**config.mk**
```make
export PLATFORM = sky130hd
export DESIGN_NAME = fta_req_queue
export DESIGN_NICKNAME = d
export VERILOG_FILES = /design/src/rtl/fta_req_queue.sv
export SDC_FILE = /design/constraint.sdc
export NUM_CORES = 1
export LEC_CHECK = 0
export CAP_MARGIN = 20
export CORE_AREA = 2 2 288 290
export CTS_BUF_LIST = sky130_fd_sc_hd__clkbuf_8
export DETAILED_ROUTE_END_ITERATION = 12
export DIE_AREA = 0 0 290 292
export PLACE_DENSITY_LB_ADDON = 0.25
export SLEW_MARGIN = 20
export SYNTH_ARGS = -nofsm -noshare
export SYNTH_HDL_FRONTEND = slang
export SYNTH_SLANG_ARGS = --single-unit
```
**constraint.sdc**
```tcl
create_clock -name clk -period 8.1 [get_ports clk]
set_clock_uncertainty 0.15 [all_clocks]
set_input_delay 0.81 -clock clk [delete_from_list [all_inputs] [get_ports clk]]
set_output_delay 0.81 -clock clk [all_outputs]
set_load 0.005 [all_outputs]
```
**src/rtl/fta_req_queue.sv**
```systemverilog
// Request queue between the core-side arbiter and the system bus: buffers
// whole request structs in a FIFO and replays the head after a bus retry.

package fta_bus_pkg;

    typedef struct packed {
        logic         cyc;
        logic         we;
        logic [15:0]  sel;
        logic [7:0]   tid;
        logic [31:0]  padr;
        logic [127:0] data;
    } fta_cmd_request128_t;

    typedef struct packed {
        logic         ack;
        logic         rty;
        logic         err;
        logic [7:0]   tid;
        logic [31:0]  adr;
        logic [127:0] dat;
    } fta_cmd_response128_t;

endpackage

module fta_req_queue
    import fta_bus_pkg::*;
#(
    parameter int DEPTH     = 4,
    parameter int RETRY_GAP = 2
) (
    input  logic                    clk,
    input  logic                    rst,
    input  fta_cmd_request128_t     req_i,
    output fta_cmd_response128_t    resp_o,
    output fta_cmd_request128_t     req_o,
    input  fta_cmd_response128_t    resp_i,
    output logic [$clog2(DEPTH):0]  count_o,
    output logic                    full_o,
    output logic                    empty_o,
    output logic [7:0]              retry_cnt_o
);

    localparam int PW = $clog2(DEPTH);
    localparam int CW = PW + 1;

    localparam logic [PW-1:0] PTR_ONE  = PW'(1);
    localparam logic [CW-1:0] CNT_ONE  = CW'(1);
    localparam logic [CW-1:0] DEPTH_C  = CW'(DEPTH);
    localparam logic [3:0]    GAP_ONE  = 4'd1;
    localparam logic [3:0]    GAP_LOAD = 4'(RETRY_GAP);

    typedef enum logic [1:0] {
        ST_IDLE    = 2'd0,
        ST_SEND    = 2'd1,
        ST_BACKOFF = 2'd2
    } state_t;

    state_t              state_q, state_d;
    logic [PW-1:0]       wr_ptr_q, wr_ptr_d;
    logic [PW-1:0]       rd_ptr_q, rd_ptr_d;
    logic [CW-1:0]       count_q, count_d;
    logic [3:0]          gap_q, gap_d;
    logic [7:0]          retry_q, retry_d;
    fta_cmd_request128_t mem_q [DEPTH];

    logic push;
    logic pop;
    logic retry_hit;

    assign full_o      = (count_q == DEPTH_C);
    assign empty_o     = (count_q == '0);
    assign count_o     = count_q;
    assign retry_cnt_o = retry_q;

    // Acceptance looks only at the registered occupancy, never at a same-cycle pop.
    assign push      = req_i.cyc && !full_o;
    assign pop       = (state_q == ST_SEND) && !resp_i.rty;
    assign retry_hit = (state_q == ST_SEND) &&  resp_i.rty;

    always_comb begin
        wr_ptr_d = wr_ptr_q;
        rd_ptr_d = rd_ptr_q;
        count_d  = count_q;
        if (push) begin
            wr_ptr_d = wr_ptr_q + PTR_ONE;
        end
        if (pop) begin
            rd_ptr_d = rd_ptr_q + PTR_ONE;
        end
        case ({push, pop})
            2'b10:   count_d = count_q + CNT_ONE;
            2'b01:   count_d = count_q - CNT_ONE;
            default: count_d = count_q;
        endcase
    end

    always_comb begin
        retry_d = retry_q;
        if (retry_hit && (retry_q != 8'hFF)) begin
            retry_d = retry_q + 8'd1;
        end
    end

    // Next-state logic; the gap counter belongs to the BACKOFF state.
    always_comb begin
        state_d = state_q;
        gap_d   = gap_q;
        case (state_q)
            ST_IDLE: begin
                if (count_d != '0) begin
                    state_d = ST_SEND;
                end
            end
            ST_SEND: begin
                if (resp_i.rty) begin
                    state_d = ST_BACKOFF;
                    gap_d   = GAP_LOAD;
                end else if (count_d == '0) begin
                    state_d = ST_IDLE;
                end
            end
            ST_BACKOFF: begin
                if (gap_q <= GAP_ONE) begin
                    state_d = ST_SEND;
                    gap_d   = '0;
                end else begin
                    gap_d = gap_q - GAP_ONE;
                end
            end
            default: begin
                state_d = ST_IDLE;
                gap_d   = '0;
            end
        endcase
    end

    always_ff @(posedge clk or negedge rst) begin
        if (!rst) begin
            state_q  <= ST_IDLE;
            wr_ptr_q <= '0;
            rd_ptr_q <= '0;
            count_q  <= '0;
            gap_q    <= '0;
            retry_q  <= '0;
        end else begin
            state_q  <= state_d;
            wr_ptr_q <= wr_ptr_d;
            rd_ptr_q <= rd_ptr_d;
            count_q  <= count_d;
            gap_q    <= gap_d;
            retry_q  <= retry_d;
        end
    end

    // Entry storage needs no reset: stale contents are unreachable once pointers clear.
    always_ff @(posedge clk) begin
        if (push) begin
            mem_q[wr_ptr_q] <= req_i;
        end
    end

    always_comb begin
        req_o = '0;
        if (state_q == ST_SEND) begin
            req_o     = mem_q[rd_ptr_q];
            req_o.cyc = 1'b1;
        end
        resp_o     = resp_i;
        resp_o.rty = req_i.cyc && full_o;
    end

    a_count_bound: assert property (@(posedge clk) disable iff (!rst) count_q <= DEPTH_C);
    a_send_nonempty: assert property (@(posedge clk) disable iff (!rst)
        (state_q == ST_SEND) |-> (count_q != '0));

endmodule

```
# After elaboration in Yosys (flattened, before gate mapping)
# Memories as Yosys holds them, arrays and structs flattened.
# Cells that the tools add are included.
classes:
  add_sub_neg: 6
  magnitude_cmp: 1
  eq_ne: 10
  muxes: 12
  n_bitwise: 1
  reduce_logical: 13
op_table:
  columns: ["operator", "n"]
  rows:
  - ["186-bit 2-to-1 mux", 1]
  - ["4-bit case mux with 3 select lines", 1]
  - ["8-bit by 1-bit adder with 8-bit output, second input constant", 1]
  - ["2-bit 2-to-1 mux", 4]
  - ["4-bit 2-to-1 mux", 2]
  - ["8-bit != test, second input constant", 1]
  - ["3-bit zero test", 2]
  - ["2-bit != test, second input constant", 3]
  - ["2-bit case mux with 3 select lines", 1]
  - ["3-bit case mux with 2 select lines", 1]
  - ["1-bit logical AND", 5]
  - ["2-bit by 1-bit adder with 2-bit output, second input constant", 2]
  - ["2-bit by 1-bit == test with 1-bit output, second input constant", 2]
  - ["2-bit == test, second input constant", 2]
  - ["4-bit by 1-bit less-or-equal comparator with 1-bit output, second input constant", 1]
  - ["4-bit by 1-bit subtractor with 4-bit output, second input constant", 1]
  - ["3-bit by 1-bit adder with 3-bit output, second input constant", 1]
  - ["3-bit == test, second input constant", 1]
  - ["3-bit != test, second input constant", 1]
  - ["3-bit AND reduction", 1]
  - ["3-bit nonzero test", 1]
  - ["3-bit by 1-bit subtractor with 3-bit output, second input constant", 1]
  - ["1-bit zero test", 2]
  - ["2-bit zero test", 1]
  - ["other kinds (3)", 4]
totals:
  regBits: 21
  ramBits: 744
  in_bits: 359
  output_inout_bits: 370
  elab_cells: 50
  n_memories: 1
mem_list:
  columns: ["memory", "depth", "word_bits", "read_ports", "rd_ports_with_merged_regs", "write_ports", "line_no", "source"]
  rows:
  - ["mem_q", 4, 186, 1, 0, 1, "65", "fta_cmd_request128_t mem_q [DEPTH];"]

# Logic depth before layout (Yosys ltp)
depth:
  ltp_word: 9
  mapped_depth: 13
  mapped_depth_nobuf: 12

# Worst setup path before layout
# No wires, ideal clock.
synth_path:
  path_type: "input port to flip-flop"
  from: "input req_i[185] (netlist name)"
  to: "memory mem_q[0][0] (netlist name), enable pin"
  setup_ns: 0.570
  t_arrival_ns: 5.071
  t_required_ns: 7.380
  setup_slack_ns: 2.310
  cell_stages: 1
  path_buffers: 0
  cell_sequence: "and3_1"
synth_via:
  elab_chain_len: 3
synth_rtl:
  columns: ["item", "line_no", "source"]
  rows:
  - ["start: declaration", "34", "input fta_cmd_request128_t req_i,"]
  - ["1-bit logical AND", "77", "assign push = req_i.cyc && !full_o;"]
  - ["1-bit 2-to-1 mux", "158", "if (push) begin"]
  - ["1-bit 2-to-1 mux (implied by the code)", "159", "mem_q[wr_ptr_q] <= req_i;"]
  - ["end: declaration", "65", null]
# Every way passes these cells.

==> impl_results.md <==
- Top post-synthesis cells by area: edfxtp_1 (73%), mux4_2 (14%), buf_4 (4.2%)
- Num CTS Buffers: 130
- Rows: 105
- Final nets: 2134
- Fin crit share: 0.580
- Worst vdd ir: 0.000188 V
- Int Pwr: 9.02 mW
- DRC: 0
- Crit-path slowest cell: dfrtp_4
- Dpl ws: 4110 ps
- Min Tclk post-route: 4690 ps
- Sequential power share: 0.427
- Reg clk slew, reported paths: 60 ps
- Synth Cell Area: 30400 um^2
- Switching share of power: 0.295
- RSZ-0062 raised after global routing: no
- Root Buffer: clkbuf_8
- Yosys top cell area share: 0.731
- Final GP Congestion: 0.863
- Top_reg_cell synth: edfxtp_1
- Hold Crit Class: flip-flop to flip-flop
- Max-slew violation count: 0
- Ys Warns: 0
- Distinct cells, synth: 36
- Placeable Area: 81600 um^2
- Via Count: 14800
- Initial Util: 0.373
- Power Total: 12.8 mW
- Number of global-route vias before repair: 15700
- Postcts setup bufs: 0
- Full die area: 84700 um^2
- Layout area overhead: 20.3%
- Most frequent cell after synthesis: edfxtp_1
- Status: complete, no violations
- Drt via density: 5.04
- Initial antenna violation count: 12
- Setup TNS: 0 ps
- Num Clock Sinks: 761
- Critical path startpoint category: flip-flop
- Async set or reset register ratio after synthesis: 0.0276
- Net Count, Synth: 1833
- WP depth: 4
- Slew HR: 0.320
- Crit-path cells: buf_12 > mux4_2 > and2_1 > clkdlybuf4s50_1
- I/O pin cnt: 729
- Post-DP HPWL: 61.9 mm
- TritonCTS clock tree: yes
- Cells after Synth: 1461
- Congestion Overflow GR: 0
- Number of routed nets with antenna violations: 0
- Kind of critical path: flip-flop to primary output
- Actual slew at the worst max-slew pin: 1020 ps
- CP bufs+invs: 2
- Final setup fails: 0
- Crit path DAT: 3730 ps
- MaxCap Viol Count: 0
- Switching pwr: 3.78 mW
- CTS max path bufs: 3
- WHS: 358 ps
- Leakage: 12.0 nW
- Clock Latency Late Sink: 770 ps
- Yosys top cell by area: edfxtp_1
- Count of input and output buffers: 388
- Per-cell routed wire length: 30.7 um
- Cts repair resizes: 0
- Crit-path max FO: 84
- Final hold violation count: 0
- Drt initial violations: 896
- Number of flops mapped to enable cells by yosys: 740
- Max Clock Freq: 213 MHz
- Post-synth top cells: edfxtp_1 (740), and2_1 (187), mux4_2 (185)
- Required time of the worst setup path: 7140 ps
- Clock power frac: 0.248
- Ratio of cells with drive above 1 in the final layout: 0.197
- Crit end category: primary output
- DIE WIDTH: 290 um
- Cells on Worst Hold Path: 1
- Die height: 292 um
- Max incr delay on CP: 900 ps
- Yosys reg bits: 761
- P per Cell Area: 350 nW/um^2
- Reg2reg path depth: 11
- First-pass GRT wire length: 124 mm
- Total track usage: 0.211
- Detailed Route WL: 89.8 mm
- Post-synthesis sequential area ratio: 0.748
- CP top delay family: buffers and inverters
- Final Worst Setup Slack: 3410 ps
- First drt pass iteration count: 5
- Synth Area per Inst: 20.8 um^2
- H-tree depth: 4
- Fillers: 7013
- Hold-fix buffers, CTS: 0
- Comb pwr share: 0.325
- Largest net degree at the start of global routing: 132
-- power groups by stage --
stage                     sequential, mW  clock, mW  combinational, mW
final                               5.46       3.17               4.16
after global routing                5.54       3.45               4.47
after CTS                           5.48       3.28               4.28
after detailed placement            5.56          0               4.27
after global placement              5.51          0               4.27
after floorplan                     5.53          0               2.50
-- path summary, 6_finish.rpt --
path / slack (ps) / start / endpoint
max in group asynchronous: 6980 / rst / rd_ptr_q[1]$_DFFE_PN0P_
hold reg to reg: 360 / retry_cnt_o[7]$_DFFE_PN0P_ / retry_cnt_o[7]$_DFFE_PN0P_
hold / removal: 360 / retry_cnt_o[7]$_DFFE_PN0P_ / retry_cnt_o[7]$_DFFE_PN0P_
setup reg to reg: 4450 / state_q[1]$_DFFE_PN0P_ / state_q[0]$_DFFE_PN0P_
min in group asynchronous: 400 / rst / state_q[0]$_DFFE_PN0P_
setup / recovery: 3410 / rd_ptr_q[0]$_DFFE_PN0P_ / req_o[103]
-- flip-flops by register name (all words and copies together), names as in the netlist --
signal       count
retry_cnt_o      8
count_o          3
rd_ptr_q         2
wr_ptr_q         2
mem_q          740
state_q          2
gap_q            4
-- cell type report --
class / instances / area [um^2] / share of cell area
tap: 1070 / 1340 / 0.0366
clock buffer: 133 / 1830 / 0.0500
sequential: 761 / 22800 / 0.622
antenna: 4 / 10.0 / 0.000274
timing repair buffer: 403 / 4080 / 0.112
inverter: 13 / 48.8 / 0.00133
clock inverter: 92 / 546 / 0.0149
multi-input combinational: 453 / 5970 / 0.163
-- worst reg2reg max path: stages (launching register included) --
cell and delay (ps):
dfrtp_1 410, inv_1 150, ha_4 470, nor2b_1 520, ha_1 280, inv_1 60
fa_1 380, xor2_1 150, or3_1 340, nand3_1 120, mux2i_1 310, mux2i_1 240
-- cells in the final DEF, fill, tap and decap left out, drive strengths merged, types with 2 or more instances in the layout --
master         instances
nand4                  2
clkbuf               133
xnor2                  8
a21oi                  2
dfrtp                 21
nand3                  5
clkdlybuf4s50        387
mux4                 185
mux2i                  3
diode                  4
clkinv                40
nor2                   6
nor2b                  2
o21ai                  4
ha                    12
xor2                   4
inv                   64
nand2                 12
buf                   15
and2                 187
and3                   5
nand2b                 2
edfxtp               740
-- through the flow --
stage,cell area [um^2],std cells,util
floorplan,30400,1461,-
global placement,34200,2699,0.419
detailed placement,34200,2699,0.419
CTS,36600,2924,0.448
global route,36600,2927,0.448
finish,36600,2929,0.448
-- per-layer routing --
| layer | vias to the layer above | global-route usage | wire (um) |
|---|---|---|---|
| li1 | 6230 | - | - |
| met1 | 7511 | 0.180 | 25700 |
| met2 | 841 | 0.356 | 45100 |
| met3 | 161 | 0.167 | 15000 |
| met4 | 16 | 0.0941 | 3740 |
| met5 | - | 0.0170 | 274 |
-- logic make-up (layout without fill, tap and decap cells) --
logic type | count (synthesis) | count (layout) | share of synthesized area
flops | 761 | 761 | 0.748
buf+inv | 247 | 641 | 0.0564
simple gates | 225 | 225 | 0.0446
mux | 189 | 189 | 0.138
compound gates | 14 | 14 | 0.00321
fa+ha+maj | 13 | 13 | 0.00560
xor+xnor | 12 | 12 | 0.00346
other cells | 0 | 4 | 0
No activity file was read; power rests on OpenSTA's default activity.
